===== config.mk =====
export PLATFORM = sky130hd
export DESIGN_NAME = rca_lsq
export DESIGN_NICKNAME = d
export VERILOG_FILES = /design/src/rtl/rca_lsq.sv
export SDC_FILE = /design/constraint.sdc
export NUM_CORES = 1
export LEC_CHECK = 0
export ABC_CLOCK_PERIOD_IN_PS = 4000
export CORE_MARGIN = 2
export CORE_UTILIZATION = 34
export CTS_CLUSTER_SIZE = 10
export DETAILED_ROUTE_END_ITERATION = 12
export GPL_TIMING_DRIVEN = 0
export HOLD_SLACK_MARGIN = 0.03
export RECOVER_POWER = 25
export SETUP_SLACK_MARGIN = 0.4
export SYNTH_ARGS = -nofsm -noshare
export SYNTH_HDL_FRONTEND = slang
export SYNTH_SLANG_ARGS = --single-unit

===== constraint.sdc =====
create_clock -name clk -period 4 [get_ports clk]
set_clock_uncertainty 0.15 [all_clocks]
set_input_delay 0.8 -clock clk [delete_from_list [all_inputs] [get_ports clk]]
set_output_delay 0.8 -clock clk [all_outputs]
set_load 0.01 [all_outputs]

===== src/rtl/rca_lsq.sv =====
// In-order load/store queue between the RCA memory OUs and a word-addressed data port.
// One access in flight; load results come back sign/zero-extended and registered.
module rca_lsq #(
  parameter int unsigned DEPTH = 4,
  parameter int unsigned XLEN  = 32
) (
  input  logic            clk,
  input  logic            rst,
  input  logic [XLEN-1:0] addr,
  input  logic [XLEN-1:0] data,
  input  logic [2:0]      fn3,
  input  logic            load,
  input  logic            store,
  input  logic            new_request,
  output logic            lsq_full,
  output logic [XLEN-1:0] load_data,
  output logic            load_complete,
  output logic [XLEN-1:0] mem_addr,
  output logic [3:0]      mem_be,
  output logic [XLEN-1:0] mem_wdata,
  output logic            mem_we,
  output logic            mem_request,
  input  logic            mem_ack,
  input  logic            mem_rvalid,
  input  logic [XLEN-1:0] mem_rdata
);

  localparam int unsigned PTR_W = $clog2(DEPTH);
  localparam int unsigned CNT_W = PTR_W + 1;

  typedef struct packed {
    logic [XLEN-1:0] addr;
    logic [XLEN-1:0] data;
    logic [2:0]      fn3;
    logic            load;
  } entry_t;

  typedef enum logic {REQ, WAIT_RD} state_e;

  entry_t           fifo_q [DEPTH];
  logic [PTR_W-1:0] wr_ptr_q, rd_ptr_q;
  logic [CNT_W-1:0] count_q;
  state_e           state_q, state_d;

  entry_t           head;
  logic             empty, enq, pop, ld_done;
  logic [1:0]       off;
  logic [3:0]       be;
  logic [XLEN-1:0]  wdata, shifted, fmt;

  assign head     = fifo_q[rd_ptr_q];
  assign empty    = (count_q == '0);
  assign lsq_full = (count_q == CNT_W'(DEPTH));
  assign enq      = new_request && !lsq_full && (load ^ store);

  // Access sequencing: one outstanding access, loads pop only when data returns
  always_comb begin
    state_d     = state_q;
    pop         = 1'b0;
    ld_done     = 1'b0;
    mem_request = 1'b0;
    case (state_q)
      REQ: begin
        mem_request = !empty;
        if (!empty && mem_ack) begin
          if (head.load) state_d = WAIT_RD;
          else           pop     = 1'b1;
        end
      end
      WAIT_RD: begin
        if (mem_rvalid) begin
          pop     = 1'b1;
          ld_done = 1'b1;
          state_d = REQ;
        end
      end
      default: state_d = REQ;
    endcase
  end

  // Lane selection; halfword and word offsets are forced aligned
  always_comb begin
    off   = head.addr[1:0];
    be    = 4'b1111;
    wdata = head.data;
    case (head.fn3[1:0])
      2'b00: begin
        be    = 4'b0001 << off;
        wdata = XLEN'({4{head.data[7:0]}});
      end
      2'b01: begin
        off   = {head.addr[1], 1'b0};
        be    = 4'b0011 << off;
        wdata = XLEN'({2{head.data[15:0]}});
      end
      default: begin
        off   = 2'b00;
        be    = 4'b1111;
        wdata = head.data;
      end
    endcase
  end

  assign mem_addr  = empty ? '0 : {head.addr[XLEN-1:2], 2'b00};
  assign mem_be    = empty ? '0 : be;
  assign mem_wdata = empty ? '0 : wdata;
  assign mem_we    = !empty && !head.load;

  // Load result extraction and extension
  always_comb begin
    shifted = mem_rdata >> {off, 3'b000};
    case (head.fn3)
      3'b000:  fmt = {{(XLEN-8){shifted[7]}}, shifted[7:0]};
      3'b100:  fmt = {{(XLEN-8){1'b0}}, shifted[7:0]};
      3'b001:  fmt = {{(XLEN-16){shifted[15]}}, shifted[15:0]};
      3'b101:  fmt = {{(XLEN-16){1'b0}}, shifted[15:0]};
      default: fmt = shifted;
    endcase
  end

  always_ff @(posedge clk or negedge rst) begin
    if (!rst) begin
      state_q       <= REQ;
      wr_ptr_q      <= '0;
      rd_ptr_q      <= '0;
      count_q       <= '0;
      load_data     <= '0;
      load_complete <= 1'b0;
      for (int i = 0; i < int'(DEPTH); i++) fifo_q[i] <= '0;
    end else begin
      state_q       <= state_d;
      load_complete <= ld_done;
      if (ld_done) load_data <= fmt;
      if (enq) begin
        fifo_q[wr_ptr_q] <= '{addr: addr, data: data, fn3: fn3, load: load};
        wr_ptr_q         <= wr_ptr_q + PTR_W'(1);
      end
      if (pop) rd_ptr_q <= rd_ptr_q + PTR_W'(1);
      case ({enq, pop})
        2'b10:   count_q <= count_q + CNT_W'(1);
        2'b01:   count_q <= count_q - CNT_W'(1);
        default: count_q <= count_q;
      endcase
    end
  end

endmodule


==> results.ini, run 1 <==
[outcome]
status=finished, violations left
violations=capacitance limit, slew limit

[global_route]
grt_overflow=0
grt_pass1_vias=10600
grt_pass1_wl_mm=63.0
grt_antenna_before_repair=5
grt_usage_pct=18.4
grt_max_degree=119

[timing]
hold_viol=0
fmax_mhz=278
period_needed_ns=3.60
finalSetupViolCount=0
drv_slew=117
maxSlewHeadroom_pct=-83.5
rsz0062_at_grt=true
worst_pin_slew_ns=2.75
fin_crit_sh_pct=89.9

[clock_network]
cts_num_sinks=313
cts_hold_buf=0
htreeDepth=2
cts_tree=done
root_buffer=clkbuf_16
cts_buffers=38
clkSlewWorstSetupHoldPaths_ns=0.06
clk_latency_ns=0.53
clockBufferDepth=3

[critical_path]
required_ns=3.05
cp_max_fo=10
reg2regPathDepth=12
regToRegEndpoint=load_data[22]$_DFFE_PN0P_
r2r_start=rd_ptr_q[0]$_DFFE_PN0N_
startpoint_type=register
arrival_ns=2.65
crit_type=reg2out
reg2reg_slack_ns=0.66
crit_path_end_kind=primary output

[flow_run]
maxCapViolations=1

[drt]
wl_per_cell_um=21.6
vias=9809
drc=0
wl_mm=40.4
viasPerCell=5.25
antenna_left=0
first_iter_violations=529
dr.pass1.iters=5

[synthesis]
avgSynthCellArea_um2=14.0
synthAdderAreaFrac_pct=0.568
synthTopCellsByArea=dfrtp_1 (54%), mux2_2 (21%), mux4_2 (11%)
async_reset_ff_share_pct=100
yosysMostFrequentCell=dfrtp_1
synthCells=1040
synth_flop_cell=dfrtp_1
yosys.area.top_type=dfrtp_1
synth_compound_area_share_pct=4.47
synth_mux_area_share_pct=32.2
synth_warnings=0
synth_edf_count=0
synthTopCellsByCount=dfrtp_1 (313), mux2_2 (275), nand2_1 (89), mux4_2 (68), nor2_1 (41)
ys_ff_latch=313
syn_area_mm2=0.0145
synth_top_area_share_pct=53.9
yosysUniqueCellTypes=46
synthSimpleGateAreaFrac_pct=6.06
synth_top_family_by_area=multiplexers
yosysSeqAreaShare_pct=53.9
synth_xor_area_share_pct=0.422

[pwr]
power.density_mw_per_mm2=977
peakVddDrop_mv=0.386
p_leak_nw=8.20
fin_total_pwr_mw=18.5

[worst_hold_path]
min_to=load_data[2]$_DFFE_PN0P_
whs_path_depth=1
hold_path_class=reg2reg
min_from=load_data[2]$_DFFE_PN0P_

[floorplanning]
num_rows=75
die-area_mm2=0.0444
core_area_mm2=0.0420
fp.dieH_um=211
die_x_um=211
ios=210
start_util_pct=34.6

[placed_design]
dpl.hpwl_mm=27.6
io_buffers=207
gp_congestion=0.866

[layout]
syn_to_final_growth_pct=30.0
layout.nets=1428
drive_gt1_share_pct=37.7
final_util_pct=45.0
fillers=3873

## final cells by class
class | instances | area (um^2) | area share, %
timing repair buffer | 235 | 2260 | 11.9
inverter | 11 | 41.3 | 0.218
tap | 539 | 674 | 3.57
clock inverter | 3 | 43.8 | 0.232
sequential | 313 | 7830 | 41.4
buffer | 70 | 542 | 2.87
multi-input combinational | 647 | 6480 | 34.3
clock buffer | 47 | 1030 | 5.43
antenna | 3 | 7.51 | 0.0397
## worst max-delay path by stage
stage	startpoint	end	slack [ns]	cells after the start
floorplan	rd_ptr_q[0]$_DFFE_PN0N_	mem_wdata[16]	0.76	7
global placement	rst	load_data[0]$_DFFE_PN0P_	-11.73	1
detailed placement	rd_ptr_q[1]$_DFFE_PN0N_	mem_addr[29]	-0.74	7
CTS	rd_ptr_q[0]$_DFFE_PN0N_	mem_addr[9]	0.26	7
global route	rst	fifo_q[176]$_DFFE_PN0P_	0.27	2
finish	rd_ptr_q[0]$_DFFE_PN0N_	mem_addr[9]	0.40	7
## stage by stage
step                      setup slack (ns)  hold slack [ns]  cells   TNS, ns  cell area, um^2
after floorplan                      0.762            0.307   1041         0            14500
after global placement              -11.73            0.313   1787  -3692.15            17300
after detailed placement            -0.743            0.317   1790    -32.13            17400
after CTS                            0.257            0.202   1858         0            18800
after global routing                 0.267            0.352   1867         0            18900
final                                0.403            0.323   1868         0            18900
## per-layer routing
layer	track usage [%]	up-vias	part of all wire (%)	wire length (um)
met2	31.2	271	48	19600
met4	5.56	4	2.5	1010
met1	24.2	5143	44	17800
met3	3.14	70	4.9	1970
li1	-	4321	-	-
met5	0	-	0.057	23
## flip-flops by register name, summed over array words and instances (netlist names)
register / cells
load_data: 32
rd_ptr_q: 2
state_q: 1
load_complete: 1
fifo_q: 272
count_q: 3
wr_ptr_q: 2
## worst max-delay path: stages, from the launching register on
cell and delay [ns]:
dfrtp_1 0.35, buf_6 0.13, buf_12 0.15, clkbuf_16 0.18, buf_12 0.16, mux4_2 0.49
nor2b_1 0.16, clkdlybuf4s50_1 0.51
## kinds of logic (layout without fill, tap and decap cells)
| group | count (synthesis) | after routing |
|---|---|---|
| AND/OR/NAND/NOR | 192 | 192 |
| adder cells (fa/ha/maj) | 6 | 6 |
| XOR/XNOR | 7 | 7 |
| flip-flops | 313 | 313 |
| AO/OA/AOI/OAI | 91 | 91 |
| other | 1 | 5 |
| buffers and inverters | 81 | 366 |
| multiplexers | 349 | 349 |
## power breakdown
group	internal (mW)	switching [mW]	leakage, nW
registers	4.76	0.788	3.76
logic	5.20	4.61	3.92
clock network	1.84	1.27	0.525
total	11.8	6.67	8.20
## cells in the final DEF, fill, tap and decap left out, types with 8 or more instances in the layout
master / instances
dlygate4sd2_1: 28
dlymetal6s2s_1: 12
dfrtp_1: 313
buf_1: 21
nor2b_1: 39
buf_4: 27
a21oi_1: 30
nand2_1: 88
clkbuf_16: 41
mux4_2: 68
clkbuf_1: 21
a21oi_2: 12
clkbuf_2: 18
a311oi_2: 8
inv_1: 10
mux2_2: 274
nor2_1: 38
clkdlybuf4s50_1: 148
## timing repair
action                     CTS  global route
buffers inserted            18             6
setup endpoints to repair   70            60
resized for setup          145            63
pin swaps                    2             2
cloned                       0             1
Power figures use the tool's default switching activity.
==> run 2: changes to the inputs <==
GPL_ROUTABILITY_DRIVEN = 0   (was not set)
REMOVE_ABC_BUFFERS = 1   (was not set)
==> run 2 against run 1 <==
  * The flow still finishes with violations (capacitance limit, slew limit)
  * Setup slack lost 0.026 ns
  * Routed wire length rose by 3.3%
  * Power grew 5.5%
  * Combinational power up 8%
  * First-iteration DRC count shrank 6.0%
  * Final cell count fell by 0.16%
  * Register-to-register slack worse by 0.06 ns
  * Highest routed layer unchanged
  * Cell area is 2.8% higher
  * Utilization rose by 1.2 points
  * Clock power up 4%
  * Sequential share of layout area down 1.1 points
==> results.ini, run 2 (synthesized netlist as in run 1, its figures left out) <==
[worst_hold_path]
hold_path_class=reg2reg
whs_path_depth=1  ; unchanged
min_to=load_data[2]$_DFFE_PN0P_
min_from=load_data[2]$_DFFE_PN0P_

[clock_network]
htreeDepth=2  ; unchanged
cts_num_sinks=313  ; unchanged
root_buffer=clkbuf_16
cts_buffers=39  ; +2.6%
clkSlewWorstSetupHoldPaths_ns=0.05  ; about the same
clockBufferDepth=3  ; unchanged
cts_hold_buf=0  ; unchanged
clk_latency_ns=0.54  ; about the same
cts_tree=done

[timing]
fmax_mhz=276  ; -0.73%
fin_tns_setup_ns=0  ; unchanged
fin_ws_ns=0.377  ; -0.0263 ns
finalSetupViolCount=0  ; unchanged
worst_pin_slew_ns=2.54  ; -0.213 ns
fin_crit_sh_pct=90.6  ; +0.66 points
rsz0062_at_grt=true
period_needed_ns=3.62  ; +0.0263 ns
maxSlewHeadroom_pct=-69.3  ; +14 points
drv_slew=95  ; -19%
hold_viol=0  ; unchanged

[floorplanning]
core_area_mm2=0.0420  ; unchanged
ios=210  ; unchanged
start_util_pct=34.6  ; unchanged
fp.dieH_um=211  ; unchanged
num_rows=75  ; unchanged
die-area_mm2=0.0444  ; unchanged
die_x_um=211  ; unchanged

[outcome]
status=finished, violations left
violations=capacitance limit, slew limit

[placed_design]
dpl.hpwl_mm=23.8  ; -14%
place_ws_ns=-1.36  ; -0.618 ns
place_inst=1733  ; -3.2%
io_buffers=207  ; unchanged

[critical_path]
startpoint_type=register
crit_path_end_kind=primary output
crit_family=multiplexers
cp_max_fo=6  ; -4
reg2regPathDepth=10  ; -2
required_ns=3.05  ; about the same
crit_type=reg2out
cp_slowest_cell=mux4_2
crit_buf_inv=4  ; -1
arrival_ns=2.67  ; +0.02 ns
regToRegEndpoint=load_data[30]$_DFFE_PN0P_
r2r_start=rd_ptr_q[0]$_DFFE_PN0N_
reg2reg_slack_ns=0.60  ; -0.06 ns
cpMostUsedCell=buf_6
worstPathCellList=buf_12 -> mux4_2 -> buf_6 -> or2_4 -> buf_6 -> nand2_2 -> a21oi_2 -> buf_2
critPathMaxStageDelay_ns=0.62  ; +0.11 ns

[layout]
syn_to_final_growth_pct=33.6
regMostFlops=fifo_q
largest_reg_flops=272  ; unchanged
final_cell_mix=dfrtp_1 (311), mux2_2 (274), clkdlybuf4s50_1 (163)
fillers=3782  ; -2.3%
finalNonFillerCells=1865  ; -0.16%
register_area_mm2=0.00784  ; about the same
layout.nets=1422  ; -0.42%
multiInputGateArea_mm2=0.00661  ; +2.0%
largestRegisters=fifo_q: 272 flops, load_data: 32 flops, count_q: 3 flops
final_common_cell=dfrtp_1
drive_gt1_share_pct=41.4  ; +3.7 points

[pwr]
p_leak_nw=8.37  ; +2.0%
peakVddDrop_mv=0.486  ; +26%
power.density_mw_per_mm2=1000  ; +2.6%

[global_route]
grt_usage_pct=19.2  ; +0.78 points
grt_overflow=0  ; unchanged
grt_pass1_wl_mm=63.9  ; +1.5%
grt_max_degree=121  ; +1.7%
grt_pass1_vias=10300  ; -2.7%
grt_antenna_before_repair=3  ; -2

[drt]
viasPerCell=5.17  ; -1.5%
first_iter_violations=497  ; -6.0%
drc=0  ; unchanged
vias=9648  ; -1.6%
wl_per_cell_um=22.4  ; +3.4%
wl_mm=41.7  ; +3.3%
dr.pass1.iters=4  ; -1
antenna_left=0  ; unchanged

[flow_run]
maxCapViolations=1  ; unchanged

## run 2: what timing repair did
action                                  4_1_cts  5_1_grt
cloned                                        8        0
pin swaps                                     8        8
resized for setup                           128       21
setup buffers                                50       17
endpoints found under the setup margin       99       49
## run 2: report_power, final
| group | leakage, nW | switching [mW] | internal, mW |
|---|---|---|---|
| registers | 3.76 | 0.840 | 4.77 |
| clock network | 0.558 | 1.30 | 1.93 |
| logic | 4.05 | 4.84 | 5.81 |
## run 2: layout make-up
cell class / count / area share [%]
multi-input cells: 650 / 34.0
clock inverters: 5 / 0.354
clock buffers: 51 / 5.52
flip-flops and latches: 313 / 40.4
well taps: 539 / 3.47
diodes: 1 / 0.0129
repair buffers: 295 / 16.0
inverters: 11 / 0.213
## run 2: worst max-delay path by stage
stage | startpoint | to | slack (ns) | cells past startpoint
2_1_floorplan | rd_ptr_q[0]$_DFFE_PN0N_ | load_data[30]$_DFFE_PN0P_ | -2.13 | 6
3_3_place_gp | rst | fifo_q[111]$_DFFE_PN0P_ | -11.90 | 1
3_5_place_dp | rd_ptr_q[0]$_DFFE_PN0N_ | mem_be[2] | -1.36 | 5
4_1_cts | rd_ptr_q[0]$_DFFE_PN0N_ | mem_be[2] | 0.25 | 6
5_1_grt | rd_ptr_q[0]$_DFFE_PN0N_ | mem_addr[20] | 0.30 | 5
6_report | rd_ptr_q[0]$_DFFE_PN0N_ | mem_wdata[14] | 0.38 | 8
## run 2: per-layer routing
metal / share of wire [%] / global-route usage (%) / vias up
met4: 2.3 / 5.68 / 6
met5: 0.098 / 0 / -
met3: 5.5 / 4.40 / 65
met2: 48 / 32.1 / 256
li1: - / - / 4333
met1: 44 / 24.9 / 4988
## run 2: worst reg2reg max path, cell delays in order (launching register included)
cell and delay (ns):
dfrtp_4 0.48, buf_12 0.14, mux4_2 0.62, buf_4 0.18, buf_6 0.14, nor4bb_1 0.28
a31oi_1 0.10, a2111oi_0 0.74, nor2b_4 0.15, buf_8 0.20, a21oi_1 0.15
## run 2: stage by stage
step	hold slack [ns]	total power [mW]	util [%]	area, um^2
finish	0.324	19.5	46.2	19400
floorplan	0.307	10.9	-	14200
global placement	0.310	14.9	40.4	17000
CTS	0.165	19.5	45.8	19300
detailed placement	0.317	15.0	41.3	17400
global route	0.344	20.7	46.2	19400
